===== config.mk =====
export PLATFORM = sky130hd
export DESIGN_NAME = grid_walker
export DESIGN_NICKNAME = d
export VERILOG_FILES = /design/src/rtl/grid_walker.sv
export SDC_FILE = /design/constraint.sdc
export NUM_CORES = 1
export LEC_CHECK = 0
export BUFFER_PORTS_ARGS = -buffer_cell sky130_fd_sc_hd__buf_2
export CAP_MARGIN = 40
export CORE_AREA = 2 2 73 75
export DETAILED_ROUTE_END_ITERATION = 12
export DIE_AREA = 0 0 75 77
export REMOVE_ABC_BUFFERS = 1
export SLEW_MARGIN = 25
export SYNTH_ARGS = -nofsm -noshare
export SYNTH_HDL_FRONTEND = slang
export SYNTH_SLANG_ARGS = --single-unit
export TNS_END_PERCENT = 30

===== constraint.sdc =====
create_clock -name clk -period 2.9 [get_ports clk]
set_input_delay 0.29 -clock clk [delete_from_list [all_inputs] [get_ports clk]]
set_output_delay 0.29 -clock clk [all_outputs]
set_load 0.02 [all_outputs]

===== src/rtl/grid_walker.sv =====
// rtl/grid_walker.sv - command-queued grid walker with a two-state move executor
// Edge behaviour: GRID_WALKER_WRAP_EN defined wraps coordinates, undefined saturates them.
module grid_walker #(
  parameter int W     = 4,
  parameter int SW    = 2,
  parameter int DEPTH = 4
) (
  input  logic                     clk,
  input  logic                     reset,
  input  logic                     cmd_valid,
  input  logic [1:0]               cmd_dir,
  input  logic [SW-1:0]            cmd_step,
  output logic                     cmd_ready,
  output logic [W-1:0]             x,
  output logic [W-1:0]             y,
  output logic [2*W-1:0]           led,
  output logic                     busy,
  output logic                     done,
  output logic [$clog2(DEPTH):0]   qcount
);

  localparam int AW = $clog2(DEPTH);

  typedef enum logic {IDLE, MOVE} state_t;

  state_t              state_q, state_d;
  logic [1:0]          dir_q, dir_d;
  logic [SW-1:0]       rem_q, rem_d;
  logic [W-1:0]        x_q, x_d, y_q, y_d;
  logic                done_q, done_d;
  logic [AW:0]         count_q, count_d;
  logic [AW-1:0]       wr_ptr_q, wr_ptr_d, rd_ptr_q, rd_ptr_d;
  logic [SW+1:0]       fifo_q [DEPTH];
  logic [SW+1:0]       head;
  logic                push, pop;

  function automatic logic [W-1:0] step_up(input logic [W-1:0] v);
`ifdef GRID_WALKER_WRAP_EN
    step_up = v + W'(1);
`else
    step_up = (v == {W{1'b1}}) ? v : v + W'(1);
`endif
  endfunction

  function automatic logic [W-1:0] step_down(input logic [W-1:0] v);
`ifdef GRID_WALKER_WRAP_EN
    step_down = v - W'(1);
`else
    step_down = (v == '0) ? v : v - W'(1);
`endif
  endfunction

  assign cmd_ready = (count_q != (AW+1)'(DEPTH));
  assign push      = cmd_valid && cmd_ready;
  assign pop       = (state_q == IDLE) && (count_q != '0);
  assign head      = fifo_q[rd_ptr_q];

  always_comb begin
    wr_ptr_d = push ? wr_ptr_q + AW'(1) : wr_ptr_q;
    rd_ptr_d = pop  ? rd_ptr_q + AW'(1) : rd_ptr_q;
    count_d  = count_q;
    case ({push, pop})
      2'b10:   count_d = count_q + (AW+1)'(1);
      2'b01:   count_d = count_q - (AW+1)'(1);
      default: count_d = count_q;
    endcase
  end

  always_comb begin
    state_d = state_q;
    dir_d   = dir_q;
    rem_d   = rem_q;
    x_d     = x_q;
    y_d     = y_q;
    done_d  = 1'b0;
    case (state_q)
      IDLE: begin
        if (pop) begin
          dir_d = head[SW+1:SW];
          rem_d = head[SW-1:0];
          if (head[SW-1:0] != '0) state_d = MOVE;
          else                    done_d  = 1'b1;
        end
      end
      MOVE: begin
        // Blocked moves at a saturated edge still burn a cycle so done timing is mode-independent.
        case (dir_q)
          2'b00:   x_d = step_up(x_q);
          2'b01:   x_d = step_down(x_q);
          2'b10:   y_d = step_up(y_q);
          default: y_d = step_down(y_q);
        endcase
        rem_d = rem_q - SW'(1);
        if (rem_q == SW'(1)) begin
          state_d = IDLE;
          done_d  = 1'b1;
        end
      end
      default: state_d = IDLE;
    endcase
  end

  always_ff @(posedge clk) begin
    if (reset) begin
      state_q  <= IDLE;
      dir_q    <= 2'b00;
      rem_q    <= '0;
      x_q      <= '0;
      y_q      <= '0;
      done_q   <= 1'b0;
      count_q  <= '0;
      wr_ptr_q <= '0;
      rd_ptr_q <= '0;
    end else begin
      state_q  <= state_d;
      dir_q    <= dir_d;
      rem_q    <= rem_d;
      x_q      <= x_d;
      y_q      <= y_d;
      done_q   <= done_d;
      count_q  <= count_d;
      wr_ptr_q <= wr_ptr_d;
      rd_ptr_q <= rd_ptr_d;
    end
  end

  always_ff @(posedge clk) begin
    if (!reset && push) fifo_q[wr_ptr_q] <= {cmd_dir, cmd_step};
  end

  assign x      = x_q;
  assign y      = y_q;
  assign led    = {y_q, x_q};
  assign busy   = (state_q == MOVE) || (count_q != '0);
  assign done   = done_q;
  assign qcount = count_q;

endmodule


==> results_dict.tcl, run 1 <==
set metrics [dict create \
    grt_max_degree 25 \
    min_to "fifo_q[3][2]" \
    worstReg2RegStart "qcount[2]" \
    path_cells "or3b_4 -> nand2_1 -> ha_1 -> inv_1 -> fa_1 -> xor2_1 -> or3_1 -> a21oi_1" \
    irDropWorstVdd_uv 416 \
    rsz0062_at_grt "no" \
    regArea_um2 941 \
    synth_cells 176 \
    crit_fanout 5 \
    num_rows 26 \
    slew_headroom_pct 69.0 \
    slew_viol_final 0 \
    path_delay_family "simple AND/OR/NAND/NOR gates" \
    reg2reg_slack_ps 550 \
    maxCapViolations 0 \
    slowest_stage "dfxtp_1" \
    htree_levels 2 \
    synth_common_cells "23 x dfxtp_1, 16 x edfxtp_1, 16 x nor2_1" \
    clkLatencyLatePin_ps 300 \
    period_share_pct 81.2 \
    final_hold_viol_count 0 \
    synth_seq_cells 39 \
    globalRouteMet3Util_pct 5.26 \
    critPathArrivalTime_ps 2590 \
    p_seq_share_pct 39.2 \
    skew_ps 5.49 \
    overflow 0 \
    cts_sinks 39 \
    synthDistinctLibCells 46 \
    synth-main-ff-cell "dfxtp_1" \
    ctsHoldBuffers 0 \
    core-area_mm2 0.00498 \
    grt_pass1_vias 1175 \
    grt_pass1_wl_um 5610 \
    critPathBufInv 1 \
    cellInternalPower_w 0.00126 \
    antennaDiodeCount 0 \
    p_sw_w 0.000757 \
    ys_warn_count 0 \
    outcome "completed" \
    synthArstFlopShare_pct 0 \
    setup_violations 0 \
    dpl_cell_area_mm2 0.00211 \
    die_x_um 75 \
    slowest_delay_ps 420 \
    grt_use_met1_pct 17.2 \
    synth_top_area_share_pct 24.6 \
    io_buffer_count 28 \
    ys_seq_area_share_pct 48.1 \
    area_delta_synth_final_pct 13.9 \
    fin_setup_tns_ps 0 \
    ant_nets 0 \
    stdcell_area_mm2 0.00223 \
    grt_util_met2_pct 18.8 \
    remaining_drc_errors 0 \
    synth_top_cell_by_area "edfxtp_1" \
    critPathKind "register to register" \
    pwr-share-clk_pct 23.4 \
    cts_buffers 5 \
    synth.avg_cell_area_um2 11.1 \
    clkTransAtPathRegs_ps 80 \
    switching_share_pct 37.5 \
    fmax_mhz 425 \
    grt_antenna_before_repair 0 \
    grtUsageTotal_pct 13.0 \
    die_h_um 77 \
    grt_busiest_layer "met2" \
    hold_path.class "input pin to register" \
    place_congestion 0.767 \
    regToRegEndpoint "qcount[2]" \
    drive_gt1_share_pct 22.9 \
    hpwl_um 2420 \
    start_util_pct 39.3 \
    critical_path_required_ps 3130 \
    yosysMostFrequentCell "dfxtp_1" \
    wirelength_um 3440 \
    cts-root-buf "clkbuf_8" \
    num_io_pins 29 \
    fin_crit_ps 2350 \
    synth-edff-count 16 \
    min_delay_path_depth 1 \
    power_density_mw_per_mm2 906 \
    tightest_slew_ps 465 \
    critPathLaunchType "register" \
    wl_per_cell_um 12.7 \
    multi_input_area_um2 902 \
    p_comb_share_pct 37.4 \
    nFillCells 488 \
    postCtsResizedCells 0 \
    netlist_area_mm2 0.00196 \
    first_pass_iters 4 \
    clock_path_buffers 2 \
    path_depth 8 \
    drtIter0Drc 35 \
    viasPerCell 4.83 \
    endpoint_kind "register" \
    dr_total_vias 1309 \
    hold_start "cmd_dir[0]" \
    dieArea_mm2 0.00578 \
    nets 220 \
    p_leak_nw 0.874 \
    reg2reg_depth 8 \
    post-cts-setup-buffer-count 0 \
    synthTopCellsByArea "edfxtp_1 25%, dfxtp_1 24%, ha_1 6.4%" \
    tritoncts "built" \
]
==> power by group through the flow <==
stage	Combinational, W	Sequential (W)	Clock [W]
floorplan	0.000526	0.000837	0
global placement	0.000739	0.000804	0
detailed placement	0.000749	0.000806	0
CTS	0.000759	0.000793	0.000493
global route	0.000847	0.000808	0.000516
finish	0.000755	0.000792	0.000473
==> cells by family after synthesis <==
logic type	Yosys count	synth area share, %
and+or+nand+nor	59	17.0
DFF	39	48.1
AOI/OAI and AO/OA	30	10.4
buffers and inverters	22	5.82
adders and majority gates	13	9.46
xor gates and xnor gates	7	3.13
muxes	6	6.07
==> per-layer routing <==
layer | vias to the layer above | wire length [µm]
li1 | 663 | -
met1 | 603 | 1650
met2 | 37 | 1540
met3 | 6 | 198
met4 | 0 | 55
met5 | - | 0
==> layout make-up <==
| type | count | area share, % |
|---|---|---|
| repair buffers | 28 | 6.29 |
| multi-input cells | 115 | 40.5 |
| clock inverters | 3 | 2.13 |
| well taps | 70 | 3.93 |
| inverters | 11 | 1.85 |
| clock buffers | 5 | 3.09 |
| flip-flops and latches | 39 | 42.2 |
==> placed cells by master (no fill, tap or decap), types with 3 or more instances in the layout <==
cell type,n
inv_1,11
clkbuf_8,5
and2_1,4
a21oi_1,14
buf_2,28
xnor2_1,5
nor2_1,16
edfxtp_1,16
nand3_1,6
fa_1,3
nand2b_1,6
dfxtp_1,23
ha_1,10
o21ai_0,5
nand2_1,10
==> sequential cells by signal, summed over array words and instances (netlist names), named ones only <==
name / flops
dir_q: 2
state_q: 1
x: 4
qcount: 3
fifo_q: 16
rd_ptr_q: 2
y: 4
rem_q: 2
done: 1
wr_ptr_q: 2
==> worst max-delay path by stage <==
stage / end / slack, ps / from
6_report: qcount[2] / 550 / qcount[2]
4_1_cts: qcount[2] / 550 / qcount[2]
5_1_grt: qcount[2] / 410 / qcount[0]
2_1_floorplan: qcount[2] / 550 / qcount[2]
3_3_place_gp: qcount[2] / 680 / qcount[2]
3_5_place_dp: qcount[2] / 580 / qcount[2]
==> per-stage QoR <==
| step | total power (W) | std cells | hold slack, ps | setup WS (ps) | utilization (%) |
|---|---|---|---|---|---|
| final | 0.00202 | 271 | 199 | 545 | 44.8 |
| after global routing | 0.00217 | 271 | 192 | 414 | 44.8 |
| after global placement | 0.00154 | 263 | 504 | 676 | 42.4 |
| after detailed placement | 0.00156 | 263 | 507 | 583 | 42.4 |
| after floorplan | 0.00136 | 165 | 359 | 548 | - |
| after CTS | 0.00205 | 271 | 186 | 553 | 44.8 |
Note: power is estimated with default switching activity, not from simulation.
==> run 2: changes to the inputs <==
- ABC_AREA: unset -> 1
- CORE_AREA: 2 2 73 75 -> 2 2 74 76
- DIE_AREA: 0 0 75 77 -> 0 0 76 78
- clock period: 2.9 -> 2 ns (I/O delays scaled with it)
==> results_dict.tcl, run 2 <==
set metrics [dict create \
    outcome "completed" \
    critPathBufInv 2 \
    power_density_mw_per_mm2 1310 \
    critPathLaunchType "register" \
    grt_pass1_wl_um 6580 \
    critical_path_required_ps 2190 \
    synth_cells 248 \
    nFillCells 489 \
    post-cts-setup-buffer-count 0 \
    dieArea_mm2 0.00593 \
    ant_nets 0 \
    die_h_um 78 \
    start_util_pct 39.8 \
    hold_path.class "input pin to register" \
    num_io_pins 29 \
    grt_max_degree 14 \
    ys_warn_count 0 \
    regToRegEndpoint "qcount[2]" \
    first_pass_iters 4 \
    synthDistinctLibCells 22 \
    slew_viol_final 0 \
    cts-root-buf "clkbuf_8" \
    p_leak_nw 1.05 \
    rsz0062_at_grt "no" \
    regArea_um2 942 \
    critPathKind "register to register" \
    reg2reg_slack_ps 190 \
    tritoncts "built" \
    remaining_drc_errors 0 \
    grt_antenna_before_repair 0 \
    grt_pass1_vias 1484 \
    synth-main-ff-cell "dfxtp_1" \
    final_cell_mix "54 x nand2_1, 32 x inv_1, 30 x nor2_1" \
    place_congestion 0.796 \
    maxCapViolations 0 \
    top_register "fifo_q" \
    worstSetupStartpoint "qcount[0]" \
    endpoint_kind "register" \
    clkLatencyLatePin_ps 290 \
    yosysMostFrequentCell "nand2_1" \
    critPathArrivalTime_ps 1990 \
    area_delta_synth_final_pct 16.7 \
    drive_gt1_share_pct 20.6 \
    period_share_pct 90.4 \
    hold_start "cmd_dir[1]" \
    core-area_mm2 0.00504 \
    fin_cells 347 \
    dp.cells 339 \
    setup_violations 0 \
    viasPerCell 4.47 \
    htree_levels 2 \
    ctsHoldBuffers 0 \
    wl_per_cell_um 10.8 \
    synth-edff-count 16 \
    synth_top_cell_by_area "edfxtp_1" \
    antennaDiodeCount 0 \
    path_delay_family "adder cells" \
    crit_fanout 5 \
    drtIter0Drc 38 \
    synth_top_area_share_pct 24.0 \
    synth.avg_cell_area_um2 8.08 \
    irDropWorstVdd_uv 623 \
    largest_reg_flops 16 \
    synth_seq_cells 39 \
    cts_buffers 5 \
    grtUsageTotal_pct 13.9 \
    clock_path_buffers 2 \
    clkTransAtPathRegs_ps 80 \
    min_delay_path_depth 1 \
    multi_input_area_um2 867 \
    fmax_mhz 553 \
    final_hold_viol_count 0 \
    die_x_um 76 \
    slowest_stage "fa_2" \
    netlist_area_mm2 0.00200 \
    slowest_delay_ps 360 \
    min_to "fifo_q[3][3]" \
    synth_common_cells "55 x nand2_1, 32 x inv_1, 30 x nor2_1" \
    wirelength_um 3730 \
    fin_setup_tns_ps 0 \
    overflow 0 \
    io_buffer_count 28 \
    fin_crit_ps 1810 \
    slew_headroom_pct 73.8 \
    reg2reg_depth 10 \
    layout_commonest_cell "nand2_1" \
    skew_ps 3.74 \
    worstReg2RegStart "qcount[0]" \
    path_cells "inv_1 -> nand3_2 -> nand2_2 -> ha_1 -> inv_1 -> fa_2 -> a21oi_2 -> o21ai_0 -> o21ai_0 -> a21oi_1" \
    synthTopCellsByArea "edfxtp_1 24%, dfxtp_1 23%, nand2_1 10%" \
    nets 296 \
    cts_sinks 39 \
    hold_ws_ps 115 \
    tightest_slew_ps 392 \
    num_rows 26 \
    hpwl_um 2820 \
    synthArstFlopShare_pct 0 \
    dr_total_vias 1551 \
    ys_seq_area_share_pct 46.9 \
]
run 2: how the worst max path moves through the flow:
stage,to,cells past startpoint
after global placement,qcount[2],10
after CTS,qcount[2],10
final,qcount[2],10
after global routing,qcount[2],11
after detailed placement,qcount[2],10
after floorplan,qcount[2],10
run 2: final cells by class:
type	instances	share of cell area (%)
clock buffers	5	2.94
repair buffers	32	7.28
inverters	36	5.78
well taps	70	3.75
clock inverters	3	2.89
multi-input cells	162	37.1
flip-flops and latches	39	40.3
run 2: report_power, final:
part / internal (W) / total [W] / switching (W)
Combinational: 0.000429 / 0.00118 / 0.000748
Sequential: 0.000974 / 0.00110 / 0.000130
Clock: 0.000498 / 0.000785 / 0.000288
Total: 0.00190 / 0.00307 / 0.00117
run 2: logic make-up after synthesis:
group	share of synthesized area, %
buf+inv	10.5
xor+xnor	0.874
flops	46.9
fa+ha+maj	9.24
compound gates	10.2
simple gates	22.3
run 2: layer usage:
layer / wire length, µm / up-vias / global-route usage, %
li1: - / 840 / -
met1: 1850 / 676 / 17.3
met2: 1670 / 31 / 22.9
met3: 162 / 4 / 4.07
met4: 46 / 0 / 4.91
met5: 0 / - / 0
run 2: stage by stage:
stage / setup WS, ps / area [µm²] / total power [W] / utilization, %
CTS: 74.5 / 2320 / 0.00307 / 46.1
global route: 0.101 / 2340 / 0.00333 / 46.4
floorplan: -38.7 / 1930 / 0.00193 / -
finish: 193 / 2340 / 0.00307 / 46.4
global placement: 160 / 2190 / 0.00227 / 43.4
detailed placement: 90.3 / 2190 / 0.00228 / 43.4
run 2: what timing repair did:
item                                   CTS  global route
endpoints found under the hold margin    0             0
setup endpoints to repair                0             1
gates resized for setup                  0             5
==> run 3: changes to the inputs <==
- CORE_AREA: 2 2 74 76 -> 2 2 66 68
- CTS_CLUSTER_DIAMETER: unset -> 120
- DIE_AREA: 0 0 76 78 -> 0 0 68 70
- PLACE_DENSITY: unset -> 0.74
- RECOVER_POWER: unset -> 100
==> results_dict.tcl, run 3 (synthesis results as in run 2) <==
set metrics [dict create \
    dp_slack_ps 80.8 \
    fmax_mhz 519 \
    cts_buffers 5 \
    fin_ws_ps 72.9 \
    p_leak_nw 0.949 \
    nets 297 \
    num_rows 24 \
    slew_headroom_pct 75.2 \
    grtUsageTotal_pct 16.6 \
    critical_path_required_ps 2180 \
    drive_gt1_share_pct 8.27 \
    worstSetupStartpoint "qcount[0]" \
    tritoncts "built" \
    viasPerCell 4.94 \
    grt_pass1_wl_um 6010 \
    top_register "fifo_q" \
    fin_crit_ps 1930 \
    die_x_um 68 \
    cts_sinks 39 \
    clock_path_buffers 2 \
    die_h_um 70 \
    ctsHoldBuffers 0 \
    grt_pass1_vias 1416 \
    fin_setup_tns_ps 0 \
    cts-root-buf "clkbuf_8" \
    final_hold_viol_count 0 \
    ant_nets 0 \
    num_io_pins 29 \
    critPathKind "register to register" \
    regToRegEndpoint "qcount[2]" \
    layout_commonest_cell "nand2_1" \
    endpoint "qcount[2]" \
    crit_fanout 4 \
    critPathArrivalTime_ps 2110 \
    htree_levels 2 \
    dr_total_vias 1631 \
    dieArea_mm2 0.00476 \
    skew_ps 3.84 \
    reg2reg_slack_ps 70 \
    grt_max_degree 14 \
    drtIter0Drc 62 \
    wl_per_cell_um 11.4 \
    hpwl_um 2800 \
    nFillCells 403 \
    period_share_pct 96.4 \
    endpoint_kind "register" \
    slew_viol_final 0 \
    overflow 0 \
    post-route-util_pct 54.7 \
    core-area_mm2 0.00414 \
    place_congestion 0.774 \
    reg2reg_depth 10 \
    irDropWorstVdd_uv 668 \
    area_delta_synth_final_pct 13.2 \
    hold_path.class "input pin to register" \
    maxCapViolations 0 \
    outcome "completed" \
    worstReg2RegStart "qcount[0]" \
    remaining_drc_errors 0 \
    setup_violations 0 \
    wirelength_um 3750 \
    antennaDiodeCount 0 \
    grt_antenna_before_repair 0 \
    tightest_slew_ps 371 \
    critPathLaunchType "register" \
    io_buffer_count 28 \
    largest_reg_flops 16 \
    power_density_mw_per_mm2 1320 \
    clkLatencyLatePin_ps 290 \
    start_util_pct 48.4 \
    first_pass_iters 4 \
    final_cell_mix "56 x nand2_1, 35 x inv_1, 31 x nor2_1" \
    clkTransAtPathRegs_ps 80 \
]
## run 3: cell count changes in the layout (fill, tap and decap cells not counted)
| cell | before | now |
|---|---|---|
| nand3_1 | 13 | 14 |
| buf_2 | 28 | 3 |
| nand3_2 | 3 | 2 |
| nand2_2 | 3 | 1 |
| o21ai_0 | 15 | 16 |
| inv_1 | 32 | 35 |
| nor2_1 | 30 | 31 |
| nand2_1 | 54 | 56 |
| buf_4 | 4 | 2 |
| o21ai_1 | 1 | 0 |
| nor2_2 | 2 | 1 |
| clkbuf_1 | 0 | 28 |
| inv_2 | 4 | 1 |
## run 3: stage by stage
step | total power (W) | hold WS [ps] | instances | instance area, µm²
final | 0.00299 | 181 | 330 | 2270
after global routing | 0.00322 | 189 | 330 | 2270
after CTS | 0.00305 | 124 | 328 | 2290
after detailed placement | 0.00226 | 429 | 320 | 2160
after global placement | 0.00223 | 414 | 320 | 2160
after floorplan | 0.00193 | 269 | 237 | 1930
## run 3: timing repair
action	4_1_cts	5_1_grt
setup endpoints to repair	0	1
resized for setup	0	4
setup buffers	0	2
## run 3: report_power, final
part / internal (W) / total [W] / leakage (nW) / switching (W)
combinational: 0.000367 / 0.00109 / 0.550 / 0.000726
clock: 0.000497 / 0.000783 / 0.0644 / 0.000285
sequential: 0.000975 / 0.00111 / 0.334 / 0.000135
## run 3: final cells by class
class / count / area [µm²] / area share, %
Clock inverter: 3 / 67.6 / 2.98
Multi-Input combinational cell: 162 / 855 / 37.7
Clock buffer: 5 / 68.8 / 3.03
Sequential cell: 39 / 942 / 41.5
Inverter: 36 / 135 / 5.96
Timing Repair Buffer: 33 / 135 / 5.96
Tap cell: 52 / 65.1 / 2.87
## run 3: worst min path at each step
stage	startpoint	to	slack, ps	depth (start not counted)
3_3_place_gp	cmd_dir[1]	fifo_q[2][3]	410	1
4_1_cts	cmd_dir[1]	fifo_q[1][3]	120	1
3_5_place_dp	cmd_dir[1]	fifo_q[2][3]	430	1
2_1_floorplan	reset	rem_q[0]	270	1
5_1_grt	cmd_dir[0]	fifo_q[2][2]	190	1
6_report	cmd_dir[0]	fifo_q[2][2]	180	1
## run 3: metal layers
metal / wire length (µm) / vias up / global-route usage, %
met4: 37 / 0 / 5.33
li1: - / 846 / -
met3: 219 / 4 / 4.99
met1: 1650 / 743 / 19.6
met5: 0 / - / 0
met2: 1840 / 38 / 28.3
## run 3: critical path: stages, from the launching register on
cell and delay [ps]:
dfxtp_2 340, inv_1 120, nand3_1 150, nand2_2 130, ha_1 150, inv_1 80, fa_2 360, a21oi_2 150
o21ai_0 120, o21ai_0 160, a21oi_1 60
